File: config.mk
export PLATFORM = sky130hd
export DESIGN_NAME = ac_e_unit
export DESIGN_NICKNAME = d
export VERILOG_FILES = /design/src/rtl/ac_e_unit.sv
export SDC_FILE = /design/constraint.sdc
export NUM_CORES = 1
export LEC_CHECK = 0
export BUFFER_PORTS_ARGS = -buffer_cell sky130_fd_sc_hd__clkbuf_2
export CORE_MARGIN = 3
export CORE_UTILIZATION = 57
export DETAILED_ROUTE_END_ITERATION = 10
export PLACE_DENSITY = 0.89
export SKIP_CTS_REPAIR_TIMING = 1
export SLEW_MARGIN = 20
export SYNTH_ARGS = -nofsm -noshare
export SYNTH_HDL_FRONTEND = slang
export SYNTH_SLANG_ARGS = --single-unit
File: constraint.sdc
create_clock -name clk -period 2.2 [get_ports clk]
set_clock_uncertainty 0.15 [all_clocks]
set_input_delay 0.55 -clock clk [delete_from_list [all_inputs] [get_ports clk]]
set_output_delay 0.55 -clock clk [all_outputs]
set_load 0.02 [all_outputs]
File: src/rtl/ac_e_unit.sv
// Accumulator register with attached extend bit E, per-cycle register-reference ops,
// and a multi-cycle N-position rotate-through-E engine with busy/done handshake.
module ac_e_unit #(
    parameter int unsigned WIDTH = 16,
    parameter int unsigned SHW   = 5
) (
    input  logic             clk,
    input  logic             reset,
    input  logic             en,
    input  logic [2:0]       op,
    input  logic [1:0]       e_op,
    input  logic [WIDTH-1:0] d_in,
    input  logic             e_in,
    input  logic [SHW-1:0]   shamt,
    input  logic             dir,
    output logic [WIDTH-1:0] q,
    output logic             e_out,
    output logic             zero,
    output logic             busy,
    output logic             done
);

    typedef enum logic [1:0] {
        S_IDLE,
        S_ROT,
        S_DONE
    } state_t;

    typedef enum logic [2:0] {
        OP_NOP  = 3'b000,
        OP_LOAD = 3'b001,
        OP_CLR  = 3'b010,
        OP_INC  = 3'b011,
        OP_CMA  = 3'b100,
        OP_CIR  = 3'b101,
        OP_CIL  = 3'b110,
        OP_ROTN = 3'b111
    } op_t;

    typedef enum logic [1:0] {
        E_HOLD = 2'b00,
        E_CLR  = 2'b01,
        E_CMP  = 2'b10,
        E_LOAD = 2'b11
    } e_op_t;

    state_t           state;
    logic [SHW-1:0]   cnt;
    logic             rot_dir;
    logic [SHW-1:0]   shamt_sat;
    logic             op_owns_e;

    // Out-of-range counts are illegal; saturate rather than wrap.
    assign shamt_sat = (shamt > SHW'(WIDTH)) ? SHW'(WIDTH) : shamt;
    assign op_owns_e = (op == OP_CIR) || (op == OP_CIL) || (op == OP_ROTN);
    assign zero      = (q == '0);

    always_ff @(posedge clk or negedge reset) begin
        if (!reset) begin
            state   <= S_IDLE;
            q       <= '0;
            e_out   <= 1'b0;
            cnt     <= '0;
            rot_dir <= 1'b0;
            busy    <= 1'b0;
            done    <= 1'b0;
        end else begin
            case (state)
                S_IDLE: begin
                    if (en) begin
                        case (op)
                            OP_LOAD: q <= d_in;
                            OP_CLR:  q <= '0;
                            OP_INC:  q <= q + 1'b1;
                            OP_CMA:  q <= ~q;
                            OP_CIR: begin
                                q     <= {e_out, q[WIDTH-1:1]};
                                e_out <= q[0];
                            end
                            OP_CIL: begin
                                q     <= {q[WIDTH-2:0], e_out};
                                e_out <= q[WIDTH-1];
                            end
                            OP_ROTN: begin
                                cnt     <= shamt_sat;
                                rot_dir <= dir;
                                if (shamt_sat == '0) begin
                                    state <= S_DONE;
                                    done  <= 1'b1;
                                end else begin
                                    state <= S_ROT;
                                    busy  <= 1'b1;
                                end
                            end
                            default: ;
                        endcase
                        if (!op_owns_e) begin
                            case (e_op)
                                E_CLR:  e_out <= 1'b0;
                                E_CMP:  e_out <= ~e_out;
                                E_LOAD: e_out <= e_in;
                                default: ;
                            endcase
                        end
                    end
                end
                S_ROT: begin
                    if (rot_dir) begin
                        q     <= {q[WIDTH-2:0], e_out};
                        e_out <= q[WIDTH-1];
                    end else begin
                        q     <= {e_out, q[WIDTH-1:1]};
                        e_out <= q[0];
                    end
                    cnt <= cnt - 1'b1;
                    if (cnt == SHW'(1)) begin
                        state <= S_DONE;
                        busy  <= 1'b0;
                        done  <= 1'b1;
                    end
                end
                S_DONE: begin
                    state <= S_IDLE;
                    done  <= 1'b0;
                end
                default: begin
                    state <= S_IDLE;
                    busy  <= 1'b0;
                    done  <= 1'b0;
                end
            endcase
        end
    end

endmodule

== Word level (Yosys, flattened, before mapping) ==
Index checks and enable logic that the tools add are counted.

* Add/subtract/negate cells: 2
* Magnitude comparators: 1
* Equal/unequal tests: 19
* Mux-type cells: 29
* Bitwise gates (word level): 3
* Reduce and logical (&&, ||, !) cells: 13

{| class="wikitable"
|+ Operator list
! cell !! number
|-
| case mux 16 bit (6 select lines) || 1
|-
| two-way mux 16 bit || 2
|-
| case mux 16 bit (2 select lines) || 1
|-
| adder 16 x 1 -> 16 bit (second input constant) || 1
|-
| logical NOT 16 bit || 1
|-
| inverter 16 bit || 1
|-
| two-way mux 5 bit || 3
|-
| equality test 3 bit (second input constant) || 4
|-
| AND reduction 3 bit || 4
|-
| two-way mux 1 bit || 11
|-
| != test 2 bit (second input constant) || 5
|-
| case mux 5 bit (2 select lines) || 1
|-
| two-way mux 2 bit || 4
|-
| != test 7 x 3 -> 1 bit (second input constant) || 1
|-
| equality test 2 bit (second input constant) || 3
|-
| equality test 3 x 2 -> 1 bit (second input constant) || 2
|-
| case mux 1 bit (2 select lines) || 3
|-
| case mux 1 bit (3 select lines) || 2
|-
| equality test 5 x 1 -> 1 bit (second input constant) || 1
|-
| > comparator 5 bit (second input constant) || 1
|-
| logical NOT 5 bit || 1
|-
| AND reduction 5 bit || 1
|-
| subtractor 5 x 1 -> 5 bit (second input constant) || 1
|-
| equality test 2 x 1 -> 1 bit (second input constant) || 2
|-
| other kinds (8) || 10
|}

* Register bits after elaboration: 27
* Input port bits: 31
* Output and inout port bits: 20
* Logic and storage cells: 74

== Logic depth before layout (Yosys ltp) ==
* Depth after elaboration: 7
* Gate-level depth with buffers: 8
* Gate-level depth less buffers: 7

== Worst setup path before layout ==
No wires, ideal clock.

* Path type: input port to flip-flop
* Start: input op[0]
* End: register q[2]
* Data arrival time: 1852 ps
* Setup slack: 73 ps
* Stages: 5
* Buffers on the path: 2
* Path through: buf_2 > and4b_4 > or4_4 > buf_6 > a221o_1

* Longest elaborated chain between the ends: 4
* Elaborated cells on any way between the ends: 11
* Those cells by class: 7 x eq/ne; 3 x mux; 1 x reduce/logical

{| class="wikitable"
|+ RTL lines
! what !! RTL line !! text
|-
| from (decl) || 10 || <nowiki>input logic [2:0] op,</nowiki>
|-
| equality test 3 bit (tied with other cells) || 71 || <nowiki>case (op)</nowiki>
|-
| case mux 16 bit (6 select lines) || 71 ||
|-
| two-way mux 16 bit || 70 || <nowiki>if (en) begin</nowiki>
|-
| case mux 16 bit (2 select lines) || 68 || <nowiki>case (state)</nowiki>
|-
| to (signal assigned) || 72 || <nowiki>OP_LOAD: q <= d_in;</nowiki>
|-
| to (signal assigned) || 74 || <nowiki>OP_INC: q <= q + 1'b1;</nowiki>
|-
| to (signal assigned) || 75 || <nowiki>OP_CMA: q <= ~q;</nowiki>
|-
| to (decl) || 16 || <nowiki>output logic [WIDTH-1:0] q,</nowiki>
|}

Parallel ways exist; a longest one is shown, timed or not. The select of a mux whose other input is x is not followed.
A chain may end at the register's enable or synchronous reset.

== Worst setup path after layout ==
* Start: register q[0]
* End: output zero

* Longest elaborated chain between the ends: 1

{| class="wikitable"
|+ RTL lines
! what !! RTL line !! text
|-
| logical NOT 16 bit || 56 || <nowiki>assign zero = (q == '0);</nowiki>
|-
| to (decl) || 18 || <nowiki>output logic zero,</nowiki>
|}

Every way passes these cells.

==> metrics.txt <==
Vias/cell=6.57; Max Cap Viol=0; final setup margin=-35.5 ps; post-synth cell types=62; clock insertion delay at the later pin of the skew report=290 ps; nets=466; Synth Cell Area=0.00280 mm2; Synth Net Count=407; area of the multi-input gates=0.00190 mm2; Worst Hold Class=in -> async; Rows=24; Finish-stage setup viols=1; Critical path buffers and inverters=2; vias in the first global route=3061; routed length per instance=17.8 um; Die W=76.1 um; total iterations of the first detailed-routing run=5; post-route ant nets=0; Worst-path clk slew=100 ps; Buffers on Ports=50; clk buf depth=2; failing checks=setup timing; hpwl dp=6.15 mm; Leakage=1.49 nW; fraction of layout cells with a size suffix above 1=27.9%; clk sinks=27; Initial Utilization=61.7%; slowest stage delay, CP=470 ps; CP Max Fanout=5; Top delay family on crit path=flip-flops; htree depth=1; most frequent cell after synthesis=nor2_1; largest net degree at the start of global routing=28; crit end category=primary output; Tot GR Track Use=29.7%; number of flops mapped to enable cells by yosys=0; Syn Inst Count=372; DRC Markers=0; peak supply drop=0.000632 V; CTS Buf Count=3; Worst Tran Pin Value=781 ps; startpoint types=register; final worst path period need=2240 ps; final hold viol count=0; Synth Register Bits=27; fin crit share=102%; Slew Viols, Final=0; Pwr Total=4.53 mW; DIE AREA=0.00579 mm2; PwrDens=1350 mW/mm2; area leader, netlist=dfrtp_1; IO Pins=51; ANT cells=0; DR vias=3254; Synth area leaders=dfrtp_1 24%, mux2i_1 11%, o21ai_0 5.0%; Root Buffer=clkbuf_8; initial antenna violation count=0; area share of the largest cell type after synthesis=24.1%; sequential fraction of the synthesis area=24.1%; CTS tree=yes; GP Congestion=0.938; Filler cells=340; RSZ-0062 raised after global routing=yes; Critical Path AT=1540 ps; Slew HR=47.9%; non-filler cells, final=495; Die Ht=76.1 um; global-route wire length before repair=14.2 mm; Data required, critical path=1500 ps; mean post-synth cell area=7.52 um2; DP Cell Count=487; DR iter-0 viols=514; core area=0.00453 mm2; fin util=74.2%; Area Overhead vs Synth=20.2%; grt ovf=0; Post-Route WL=8.83 mm; critical path class=reg -> out; fmax=447 MHz; crit-path cells=inv_2 -> ha_4 -> nor4b_4 -> and4_1 -> buf_6; Post-synth top cells=35 x nor2_1, 30 x mux2i_1, 28 x nand2_1, 28 x o21ai_0, 27 x dfrtp_1; status=complete, but fails checks; Crit-path slowest cell=dfrtp_2; asr flop ratio synth=100%; Reg area=677 um2; top_reg_cell synth=dfrtp_1; yosys warns=0
-- power by group --
group          total (mW)  internal (mW)  switching, mW
registers            1.06          0.743          0.317
clock network       0.311          0.131          0.180
logic                3.16           1.31           1.85
-- metal layers --
metal / vias to the layer above / share of wire [%] / GRT usage, %
met4: 0 / 4.7 / 15.9
met5: - / 0 / 0
li1: 1475 / - / -
met2: 235 / 48 / 50.2
met1: 1490 / 38 / 35.6
met3: 54 / 10 / 5.79
-- per-stage QoR --
step                      setup WS, ps  hold slack, ps  instance area [um2]  TNS [ps]
final                            -35.5             167                 3360     -35.5
after floorplan                   72.5             104                 2800         0
after detailed placement         -34.0             377                 3250     -38.6
after global routing             -52.4             198                 3360     -52.4
after CTS                         -201             186                 3290      -201
after global placement            43.4             362                 3250         0
-- sequential cells by signal, indices dropped and copies added, names as in the netlist --
register,cells
q,16
cnt,5
e_out,1
busy,1
state,2
done,1
rot_dir,1
-- logic make-up after synthesis --
family,after synthesis,synth area share (%)
buffers and inverters,59,9.21
XOR/XNOR,8,2.50
multiplexers,32,11.5
AO/OA/AOI/OAI,117,27.1
adder cells (fa/ha/maj),4,1.79
AND/OR/NAND/NOR,125,23.7
flip-flops,27,24.1
-- worst register-to-register path, stage by stage, from the launching register on --
cell and delay (ps):
dfrtp_1 480, and4b_4 250, or4_4 610, buf_4 230, a21oi_1 170, o21ai_1 110
-- layout make-up --
cell class,count,area share [%]
sequential,27,20.1
multi-input combinational,286,56.5
tap,65,2.42
timing repair buffer,95,17.7
inverter,18,2.01
clock buffer,4,1.34
-- cells in the final DEF (no fill, tap or decap), types with 12 or more instances in the layout --
master,count
clkbuf_2,49
buf_4,45
nor2_1,35
mux2i_1,30
o21ai_0,28
nand2_1,28
dfrtp_1,26
a21oi_1,23
inv_1,15
nand3_1,12
-- final timing paths --
kind | startpoint | endpoint | slack [ps] | depth (start not counted)
worst max register to register | state[0] | q[3] | 90 | 5
max in group asynchronous | reset | q[0] | 1200 | 1
min in group clk | dir | rot_dir | 310 | 3
worst min register to register | done | done | 390 | 2
worst min-delay path | reset | q[3] | 170 | 1
worst max-delay path | q[0] | zero | -40 | 5
No activity file was read; power rests on OpenSTA's default activity.
